## config.mk

```make
export PLATFORM = sky130hd
export DESIGN_NAME = execute_mc
export DESIGN_NICKNAME = d
export VERILOG_FILES = /design/src/rtl/execute_mc_pkg.sv /design/src/rtl/execute_muldiv.sv /design/src/rtl/execute_mc.sv
export SDC_FILE = /design/constraint.sdc
export NUM_CORES = 1
export LEC_CHECK = 0
export ABC_AREA = 0
export BUFFER_PORTS_ARGS = -buffer_cell sky130_fd_sc_hd__buf_2
export CORE_MARGIN = 3
export CORE_UTILIZATION = 56
export DETAILED_ROUTE_END_ITERATION = 8
export GPL_TIMING_DRIVEN = 0
export PLACE_DENSITY = 0.82
export SETUP_SLACK_MARGIN = 0.2
export SLEW_MARGIN = 40
export SYNTH_ARGS = -nofsm -noshare
export SYNTH_HDL_FRONTEND = slang
export SYNTH_HIERARCHICAL = 1
export SYNTH_SLANG_ARGS = --single-unit
```

## constraint.sdc

```tcl
create_clock -name clk_i -period 4.45 [get_ports clk_i]
set_input_delay 0.6675 -clock clk_i [delete_from_list [all_inputs] [get_ports clk_i]]
set_output_delay 0.6675 -clock clk_i [all_outputs]
set_load 0.05 [all_outputs]
```

## src/rtl/execute_mc_pkg.sv

```systemverilog
// Shared opcode encodings, FSM state type and flag record for the execute units.
package execute_mc_pkg;

  localparam int OPCODE_W = 4;

  localparam logic [OPCODE_W-1:0] OP_ADD = 4'd0;
  localparam logic [OPCODE_W-1:0] OP_SUB = 4'd1;
  localparam logic [OPCODE_W-1:0] OP_OR  = 4'd2;
  localparam logic [OPCODE_W-1:0] OP_AND = 4'd3;
  localparam logic [OPCODE_W-1:0] OP_XOR = 4'd4;
  localparam logic [OPCODE_W-1:0] OP_INC = 4'd5;
  localparam logic [OPCODE_W-1:0] OP_DEC = 4'd6;
  localparam logic [OPCODE_W-1:0] OP_MUL = 4'd7;
  localparam logic [OPCODE_W-1:0] OP_DIV = 4'd8;
  localparam logic [OPCODE_W-1:0] OP_NOT = 4'd9;

  typedef enum logic [1:0] {
    IDLE = 2'd0,
    MUL  = 2'd1,
    DIV  = 2'd2,
    DONE = 2'd3
  } exec_mc_state_e;

  typedef struct packed {
    logic zero;
    logic carry;
    logic ovf;
    logic dz;
  } alu_flags_t;

endpackage

```

## src/rtl/execute_muldiv.sv

```systemverilog
// Iterative datapath: LSB-first shift-add multiply and restoring divide,
// one bit per cycle, WIDTH cycles per operation. lo_o/hi_o present the
// value the current iteration produces, so they are final while done_o is high.
module execute_muldiv #(
  parameter int WIDTH = 19
) (
  input  logic             clk_i,
  input  logic             rst_i,
  input  logic             start_i,
  input  logic             is_div_i,
  input  logic [WIDTH-1:0] a_i,
  input  logic [WIDTH-1:0] b_i,
  output logic             done_o,
  output logic [WIDTH-1:0] lo_o,
  output logic [WIDTH-1:0] hi_o
);
  import execute_mc_pkg::*;

  localparam int CNT_W = $clog2(WIDTH + 1);
  localparam logic [CNT_W-1:0] LAST = CNT_W'(WIDTH - 1);

  logic             r_busy;
  logic [CNT_W-1:0] r_cnt;
  logic             r_is_div;
  logic [WIDTH-1:0] r_opr;
  logic [WIDTH-1:0] r_hi;
  logic [WIDTH-1:0] r_lo;

  logic [WIDTH:0]   w_madd;
  logic [WIDTH:0]   w_shift;
  logic             w_ge;
  logic [WIDTH-1:0] w_diff;
  logic [WIDTH-1:0] w_hi_nxt;
  logic [WIDTH-1:0] w_lo_nxt;

  // One iteration: MUL keeps {acc, multiplier}; DIV keeps {remainder, dividend/quotient}.
  always_comb begin
    w_madd   = {1'b0, r_hi} + (r_lo[0] ? {1'b0, r_opr} : '0);
    w_shift  = {r_hi, r_lo[WIDTH-1]};
    w_ge     = (w_shift >= {1'b0, r_opr});
    w_diff   = w_shift[WIDTH-1:0] - r_opr;
    w_hi_nxt = w_madd[WIDTH:1];
    w_lo_nxt = {w_madd[0], r_lo[WIDTH-1:1]};
    if (r_is_div) begin
      w_hi_nxt = w_ge ? w_diff : w_shift[WIDTH-1:0];
      w_lo_nxt = {r_lo[WIDTH-2:0], w_ge};
    end
  end

  // Iteration control: busy flag and bit counter.
  always_ff @(posedge clk_i) begin
    if (rst_i) begin
      r_busy <= 1'b0;
      r_cnt  <= '0;
    end else if (start_i) begin
      r_busy <= 1'b1;
      r_cnt  <= '0;
    end else if (r_busy) begin
      if (r_cnt == LAST) begin
        r_busy <= 1'b0;
        r_cnt  <= '0;
      end else begin
        r_cnt  <= r_cnt + 1'b1;
      end
    end
  end

  // Datapath registers: load operands on start, then step once per busy cycle.
  always_ff @(posedge clk_i) begin
    if (start_i) begin
      r_is_div <= is_div_i;
      r_opr    <= is_div_i ? b_i : a_i;
      r_lo     <= is_div_i ? a_i : b_i;
      r_hi     <= '0;
    end else if (r_busy) begin
      r_hi     <= w_hi_nxt;
      r_lo     <= w_lo_nxt;
    end
  end

  assign done_o = r_busy && (r_cnt == LAST);
  assign lo_o   = w_lo_nxt;
  assign hi_o   = w_hi_nxt;

endmodule

```

## src/rtl/execute_mc.sv

```systemverilog
// Multi-cycle execute unit: single-cycle ALU plus iterative MUL/DIV behind
// a valid/ready handshake on both sides; one operation in flight.
module execute_mc #(
  parameter int WIDTH   = 19,
  parameter int OPSEL_W = 4
) (
  input  logic               clk_i,
  input  logic               rst_i,
  input  logic               valid_i,
  output logic               ready_o,
  input  logic [OPSEL_W-1:0] op_sel_i,
  input  logic [WIDTH-1:0]   opr_a_i,
  input  logic [WIDTH-1:0]   opr_b_i,
  output logic               valid_o,
  input  logic               ready_i,
  output logic [WIDTH-1:0]   alu_res_o,
  output logic [WIDTH-1:0]   alu_hi_o,
  output logic [3:0]         flags_o
);
  import execute_mc_pkg::*;

  exec_mc_state_e   r_state;
  exec_mc_state_e   w_state_nxt;
  logic [WIDTH-1:0] r_res;
  logic [WIDTH-1:0] r_hi;
  alu_flags_t       r_flags;

  logic             w_hs;
  logic [WIDTH-1:0] w_addb;
  logic [WIDTH:0]   w_sum;
  logic [WIDTH:0]   w_dif;
  logic [WIDTH-1:0] w_res;
  logic [WIDTH-1:0] w_hi;
  alu_flags_t       w_flg;
  logic             w_defined;
  logic             w_start_md;
  logic             w_is_div;
  logic             w_md_done;
  logic [WIDTH-1:0] w_md_lo;
  logic [WIDTH-1:0] w_md_hi;
  alu_flags_t       w_md_flg;

  function automatic logic f_ovf_add(input logic [WIDTH-1:0] a, input logic [WIDTH-1:0] b,
                                     input logic [WIDTH-1:0] r);
    return (a[WIDTH-1] == b[WIDTH-1]) && (r[WIDTH-1] != a[WIDTH-1]);
  endfunction

  function automatic logic f_ovf_sub(input logic [WIDTH-1:0] a, input logic [WIDTH-1:0] b,
                                     input logic [WIDTH-1:0] r);
    return (a[WIDTH-1] != b[WIDTH-1]) && (r[WIDTH-1] != a[WIDTH-1]);
  endfunction

  assign w_hs   = valid_i && ready_o;
  assign w_addb = ((op_sel_i == OPSEL_W'(OP_INC)) || (op_sel_i == OPSEL_W'(OP_DEC)))
                  ? WIDTH'(1) : opr_b_i;
  assign w_sum  = {1'b0, opr_a_i} + {1'b0, w_addb};
  assign w_dif  = {1'b0, opr_a_i} - {1'b0, w_addb};

  // Single-cycle ALU result/flags and the decision to launch the iterative unit.
  always_comb begin
    w_res      = '0;
    w_hi       = '0;
    w_flg      = '0;
    w_defined  = 1'b1;
    w_start_md = 1'b0;
    w_is_div   = 1'b0;
    case (op_sel_i)
      OPSEL_W'(OP_ADD), OPSEL_W'(OP_INC): begin
        w_res       = w_sum[WIDTH-1:0];
        w_flg.carry = w_sum[WIDTH];
        w_flg.ovf   = f_ovf_add(opr_a_i, w_addb, w_sum[WIDTH-1:0]);
      end
      OPSEL_W'(OP_SUB), OPSEL_W'(OP_DEC): begin
        w_res       = w_dif[WIDTH-1:0];
        w_flg.carry = w_dif[WIDTH];
        w_flg.ovf   = f_ovf_sub(opr_a_i, w_addb, w_dif[WIDTH-1:0]);
      end
      OPSEL_W'(OP_OR):  w_res = opr_a_i | opr_b_i;
      OPSEL_W'(OP_AND): w_res = opr_a_i & opr_b_i;
      OPSEL_W'(OP_XOR): w_res = opr_a_i ^ opr_b_i;
      OPSEL_W'(OP_NOT): w_res = ~opr_a_i;
      OPSEL_W'(OP_MUL): w_start_md = 1'b1;
      OPSEL_W'(OP_DIV): begin
        w_is_div = 1'b1;
        if (opr_b_i == '0) begin
          // Divide by zero resolves immediately: all-ones quotient, A as remainder.
          w_res    = '1;
          w_hi     = opr_a_i;
          w_flg.dz = 1'b1;
        end else begin
          w_start_md = 1'b1;
        end
      end
      default: w_defined = 1'b0;
    endcase
    w_flg.zero = w_defined && (w_res == '0);
  end

  execute_muldiv #(
    .WIDTH(WIDTH)
  ) u_muldiv (
    .clk_i   (clk_i),
    .rst_i   (rst_i),
    .start_i (w_hs && w_start_md),
    .is_div_i(w_is_div),
    .a_i     (opr_a_i),
    .b_i     (opr_b_i),
    .done_o  (w_md_done),
    .lo_o    (w_md_lo),
    .hi_o    (w_md_hi)
  );

  // Flags for an iterative result: MUL reports a non-zero upper half as overflow.
  always_comb begin
    w_md_flg      = '0;
    w_md_flg.zero = (w_md_lo == '0);
    w_md_flg.ovf  = (r_state == MUL) && (w_md_hi != '0);
  end

  // FSM state register.
  always_ff @(posedge clk_i) begin
    if (rst_i) r_state <= IDLE;
    else       r_state <= w_state_nxt;
  end

  // FSM next-state and handshake outputs.
  always_comb begin
    w_state_nxt = r_state;
    ready_o     = 1'b0;
    valid_o     = 1'b0;
    case (r_state)
      IDLE: begin
        ready_o = 1'b1;
        if (valid_i) begin
          if (op_sel_i == OPSEL_W'(OP_MUL))  w_state_nxt = MUL;
          else if (w_is_div && w_start_md)   w_state_nxt = DIV;
          else                               w_state_nxt = DONE;
        end
      end
      MUL, DIV: begin
        if (w_md_done) w_state_nxt = DONE;
      end
      DONE: begin
        valid_o = 1'b1;
        if (ready_i) w_state_nxt = IDLE;
      end
      default: w_state_nxt = IDLE;
    endcase
  end

  // Result registers: load single-cycle results at handshake, iterative ones on completion.
  always_ff @(posedge clk_i) begin
    if (rst_i) begin
      r_res   <= '0;
      r_hi    <= '0;
      r_flags <= '0;
    end else if (w_hs && !w_start_md) begin
      r_res   <= w_res;
      r_hi    <= w_hi;
      r_flags <= w_flg;
    end else if (w_md_done) begin
      r_res   <= w_md_lo;
      r_hi    <= w_md_hi;
      r_flags <= w_md_flg;
    end
  end

  assign alu_res_o = r_res;
  assign alu_hi_o  = r_hi;
  assign flags_o   = r_flags;

endmodule

```

==> qor.csv, run 1 <==
metric;value;unit
dieHeight;148.6;µm
cts_inserted_buffers;9;
rrSetupSlack;0.26;ns
ir_worst_vdd;210.3;µV
worstPathArrival;4.50;ns
synth_area_per_cell;7.982;µm²
synth_nets;1599;
cp-endpoint;flags_o[3];
boundaryPins;90;
cpPeakStageDelay;0.46;ns
synth_top_area_cell;ha_1;
drt_iter0_markers;1230;
placementRows;51;
die_w;148.6;µm
cpMaxStageDelayCell;or4_4;
yosysUniqueCellTypes;93;
path_class;in -> reg;
final_core_util;67.60;%
crit_cells;19;
core-area;19720;µm²
p_leak;5.743;nW
dr_total_vias;12080;
clkLatencyLatePin;0.34;ns
finalHoldViolations;0;
path_clk_slew;0.07;ns
gp_congestion;0.9957;
rsz0062_at_grt;true;
netlist_area;11380;µm²
yosysWarningCount;6;
initial_core_util;57.73;%
layout.nets;1729;
antenna_cells;0;
reg2reg_from;u_muldiv/r_lo[18];
gr-total-overflow;0;
cp_data_required_time;4.74;ns
tightest_slew;0.8940;ns
routed_via_density;6.617;
cts_buffer_depth;2;
synth-seq-area-share;22.42;%
ys_ff_latch;108;
die_area;22070;µm²
ys.flop_type;dfxtp_1;
crit_start;op_sel_i[1];
syn2layout_area_growth;17.10;%
cp_cell_sequence;buf_4 -> buf_6 -> buf_8 -> xor2_4 -> nand2_4 -> clkbuf_16 -> nand2_4 -> ha_1 -> fa_1 -> nand2b_1 -> a21oi_1 -> o21a_1 -> o21ai_1 -> o211ai_1 -> nor4_1 -> nand4_1 -> or4_4 -> nor4_4 -> a21o_1;
slew_headroom;40.25;%
reg2reg_depth;20;
worstSetupEndpointType;flip-flop;
grtUsageTotal;34.39;%
max_cap_viol_count;0;
finalPower;5.550;mW
yosysTopAreaCellShare;13.52;%
cp_max_fo;6;
routed_wl;40270;µm
drc;0;
setup_slack;0.2382;ns
clockRootBuffer;clkbuf_16;
cts_tree;built;
critPathBufInv;4;
hold_ws;0.5287;ns
synthArstFlopShare;0;%
htreeDepth;3;
status;finished, final reports clean;
dr.pass1.iters;7;
r2r-end;flags_o[1];
hold_buffers;0;
hpwl;30430;µm
grt_pass1_wl;60550;µm
critPathTopFamily;simple AND/OR/NAND/NOR gates;
synth_top_cells_by_area;ha_1 (14%), dfxtp_1 (12%), edfxtp_1 (10%);
synthCells;1426;
hp-class;reg -> reg;
finalSetupViolCount;0;
antenna_found_initial;0;
clock_sinks;108;
pre_cts_ws;-0.8954;ns
grt_max_degree;20;
report.final.slew_viol_count;0;
tns;0;ns
crit_path_start_kind;input pin;
drive_gt1_share;19.99;%
fin_crit;4.212;ns
timing.fmax;0.2374;GHz
port-buffer-count;89;
min_period_over_period;94.65;%
routedWlPerCell;22.05;µm
grt_pass1_vias;11510;
finClkSkew;0.005253;ns
crit_top_cell;nand2_4;
postRouteAntennaNets;0;
p_per_area;416.4;nW/µm²
synth_edf_count;39;
cells in the final DEF, fill, tap and decap left out, drive strengths merged, types with 8 or more instances in the layout:
cell / instances
and3: 14
buf: 149
nand2b: 14
o31ai: 9
ha: 123
a21o: 23
inv: 113
and2: 25
mux2: 36
nor2b: 15
nor2: 163
nand4: 9
xnor2: 21
xor2: 16
mux2i: 57
clkbuf: 65
o21ai: 51
dfxtp: 69
nor4: 20
a22o: 8
edfxtp: 39
nor3: 37
o211ai: 16
nand2: 83
a221oi: 9
a31oi: 39
o22ai: 16
o21a: 16
a21oi: 95
a211oi: 47
nand3: 19
routing by layer:
layer,wire (µm),track usage (%),up-vias
met5,0,0,-
met4,2853,20.97,0
met3,3679,4.266,188
met2,19060,59.40,734
met1,14670,40.68,5649
li1,-,-,5511
sequential cells by signal (all words and copies together), names as in the netlist, 2 cells and up:
name / cells
r_state: 2
flags_o: 4
alu_res_o: 19
u_muldiv/r_hi: 19
alu_hi_o: 19
u_muldiv/r_lo: 19
u_muldiv/r_cnt: 5
u_muldiv/r_opr: 19
worst min path at each step:
stage               slack, ns  cells after the start         startpoint           endpoint
detailed placement       0.52                      2  u_muldiv/r_cnt[4]  u_muldiv/r_cnt[4]
finish                   0.53                      2  u_muldiv/r_cnt[4]  u_muldiv/r_cnt[4]
global placement         0.50                      2  u_muldiv/r_cnt[4]  u_muldiv/r_cnt[4]
CTS                      0.53                      2  u_muldiv/r_cnt[4]  u_muldiv/r_cnt[4]
floorplan                0.48                      2  u_muldiv/r_cnt[4]  u_muldiv/r_cnt[4]
global route             0.56                      2  u_muldiv/r_cnt[4]  u_muldiv/r_cnt[4]
synthesized netlist by cell type, drive strengths merged (6+ instances only):
library cell / instances
buf: 26
o21ai: 51
a31oi: 39
xnor2: 21
and2: 25
o22ai: 16
or2: 6
xor2: 16
nand2b: 14
a21o: 23
nor4b: 6
nand2: 83
mux2i: 57
mux2: 36
nor3: 37
inv: 113
or3: 7
a211oi: 47
ha: 123
o211ai: 16
or4: 6
nand3: 19
o21a: 16
a21oi: 95
dfxtp: 69
and4: 6
o21bai: 7
nor4: 20
a221oi: 9
o31ai: 9
clkbuf: 57
edfxtp: 39
and3: 14
nand4: 9
a22o: 8
o32ai: 6
nor2: 163
nor2b: 15
worst min-delay path, cell delays in order (launching register included):
cell and delay, ns:
dfxtp_1 0.35, xor2_1 0.07, nor2_1 0.07
cell families after synthesis:
kind of cell | Yosys count | share of synthesized area, %
buffers and inverters | 196 | 6.991
and+or+nand+nor | 449 | 19.62
adders and majority gates | 127 | 14.22
muxes | 93 | 8.574
DFF | 108 | 22.42
AOI/OAI and AO/OA | 416 | 25.32
xor gates and xnor gates | 37 | 2.847
where the power goes:
group | leakage (nW) | switching [mW] | internal (mW) | total [mW]
combinational | 4.67 | 2.12 | 1.25 | 3.37
sequential | 0.920 | 0.179 | 1.20 | 1.38
clock | 0.152 | 0.360 | 0.446 | 0.806
total | 5.74 | 2.66 | 2.89 | 5.55
stage by stage:
stage               cell area [µm²]  cells
CTS                           12820   1811
global placement              12170   1780
floorplan                     11400   1426
finish                        13330   1826
detailed placement            12200   1781
global route                  13330   1826
final cells by class:
class | instances | area (µm²)
plain buffers | 83 | 455.4
clock buffers | 12 | 277.8
clock inverters | 4 | 30.03
fillers | 1612 | 6389
inverters | 113 | 424.2
multi-input cells | 1122 | 8568
flip-flops and latches | 108 | 2552
well taps | 265 | 331.6
repair buffers | 119 | 689.4
repair_timing:
action                                  4_1_cts  5_1_grt
setup buffers                                14       14
resized for setup                            47      103
pin swaps                                    13       34
endpoints found under the setup margin        8        6
gates cloned                                  0        1
Power figures use the tool's default switching activity.
==> run 2: changes to the inputs <==
--- a/config.mk
+++ b/config.mk
@@ -8,10 +8,10 @@
 export ABC_AREA = 0
 export BUFFER_PORTS_ARGS = -buffer_cell sky130_fd_sc_hd__buf_2
 export CORE_MARGIN = 3
-export CORE_UTILIZATION = 56
+export CORE_UTILIZATION = 46
 export DETAILED_ROUTE_END_ITERATION = 8
 export GPL_TIMING_DRIVEN = 0
-export PLACE_DENSITY = 0.82
+export PLACE_DENSITY = 0.7
 export SETUP_SLACK_MARGIN = 0.2
 export SLEW_MARGIN = 40
 export SYNTH_ARGS = -nofsm -noshare
==> qor.csv, run 2 (synthesis gave the netlist of run 1 again) <==
metric;value;unit
final_common_cell;nor2_1;
routed_wl;39780;µm
drc;0;
port-buffer-count;89;
routed_via_density;6.204;
clkLatencyLatePin;0.36;ns
rsz0062_at_grt;true;
gp_congestion;0.9504;
placementRows;56;
slew_headroom;43.29;%
hpwl;31250;µm
core-area;23890;µm²
report.final.slew_viol_count;0;
grtUsageTotal;29.07;%
drt_iter0_markers;947;
timing.fmax;0.2388;GHz
fin_crit;4.187;ns
drive_gt1_share;18.29;%
place_inst;1835;
finalSetupViolCount;0;
finalHoldViolations;0;
grt_pass1_vias;11130;
seq_area;2552;µm²
dr.pass1.iters;7;
final_core_util;55.35;%
cp_cell_sequence;buf_2 -> buf_6 -> buf_8 -> xor2_4 -> nand2_4 -> clkbuf_16 -> nand2_2 -> ha_2 -> fa_2 -> and2b_1 -> o211ai_1 -> and3_4 -> o31a_1 -> buf_4 -> a22o_1 -> a21oi_2 -> a2bb2oi_1 -> or4_4 -> nor4_4 -> a21o_1;
crit_path_start_kind;input pin;
ir_worst_vdd;229.0;µV
nFillCells;2267;
fin_cells;1866;
routedWlPerCell;21.32;µm
antenna_cells;0;
htreeDepth;3;
tightest_slew;0.8484;ns
layout_common_cells;nor2_1 (161), ha_1 (116), inv_1 (110);
cts_buffer_depth;2;
gr-total-overflow;0;
cts_inserted_buffers;9;
worstHoldStart;u_muldiv/r_cnt[4];
multi_input_area;8493;µm²
worstPathArrival;4.49;ns
crit_start;op_sel_i[1];
critPathTopFamily;simple AND/OR/NAND/NOR gates;
cp_data_required_time;4.76;ns
min_period_over_period;94.10;%
postRouteAntennaNets;0;
clock_sinks;108;
clockRootBuffer;clkbuf_16;
reg2reg_from;u_muldiv/r_opr[13];
layout.nets;1715;
cpMaxStageDelayCell;or4_4;
path_clk_slew;0.08;ns
die_area;26670;µm²
status;finished, final reports clean;
finClkSkew;0.009584;ns
p_per_area;425.1;nW/µm²
die_w;163.3;µm
path_class;in -> reg;
dr_total_vias;11580;
boundaryPins;90;
antenna_found_initial;0;
critPathBufInv;5;
grt_max_degree;21;
max_cap_viol_count;0;
grt_pass1_wl;61130;µm
hp-class;reg -> reg;
cts_tree;built;
initial_core_util;47.64;%
p_leak;5.645;nW
cp_max_fo;10;
hold_buffers;0;
worstSetupEndpointType;flip-flop;
dieHeight;163.3;µm
cpPeakStageDelay;0.57;ns
syn2layout_area_growth;16.19;%
==> run 2: changes by cell type in the layout (fill, tap and decap cells not counted), sizes merged <==
| cell | change |
|---|---|
| buf | -17 |
| inv | +5 |
| clkinv | -3 |
| bufinv | +1 |
==> run 2: final timing paths <==
check	end	slack (ns)	cells past startpoint
max	flags_o[3]	0.26	20
min	u_muldiv/r_cnt[4]	0.52	2
min reg2reg	u_muldiv/r_cnt[4]	0.52	2
max reg2reg	flags_o[1]	0.29	18
==> run 2: timing repair <==
| action | 4_1_cts | 5_1_grt |
|---|---|---|
| pin swaps | 20 | 13 |
| endpoints found under the hold margin | 0 | 0 |
| buffers inserted | 11 | 4 |
| setup endpoints to repair | 9 | 6 |
| gates resized for setup | 70 | 46 |
==> run 2: layer usage <==
metal	track usage, %	wire [µm]
met1	36.59	16250
met2	50.53	19070
met3	2.156	2529
met4	13.73	1923
met5	0	0
==> run 2: tightest hold or removal path: cells and delay by family (launching register included) <==
family / cells / cell delay (ns)
flops: 1 / 0.36
xor+xnor: 1 / 0.07
simple gates: 1 / 0.07
==> run 2: per-stage QoR <==
stage                     total power, mW  TNS [ns]  worst slack, ns  instance area (µm²)  hold WS, ns
after global placement              4.370    -49.42          -0.9674                12240       0.5050
after floorplan                     3.570         0           0.2240                11400       0.4789
final                               5.622         0           0.2627                13230       0.5240
after detailed placement            4.403    -3.768          -0.8612                12290       0.5099
after CTS                           5.427         0           0.2013                12980       0.5217
after global routing                5.949         0           0.1033                13230       0.5444
==> run 2: final cells by class <==
cell class	count	area share [%]
multi-input combinational	1122	64.22
sequential	108	19.30
timing repair buffer	105	4.428
buffer	83	3.444
inverter	113	3.207
tap	319	3.018
clock buffer	9	1.703
clock inverter	7	0.6812
==> run 2: report_power, final <==
part	switching, mW	leakage, nW	total [mW]	internal [mW]
registers	0.195	0.920	1.39	1.20
logic	2.10	4.57	3.37	1.27
clock network	0.404	0.156	0.858	0.454
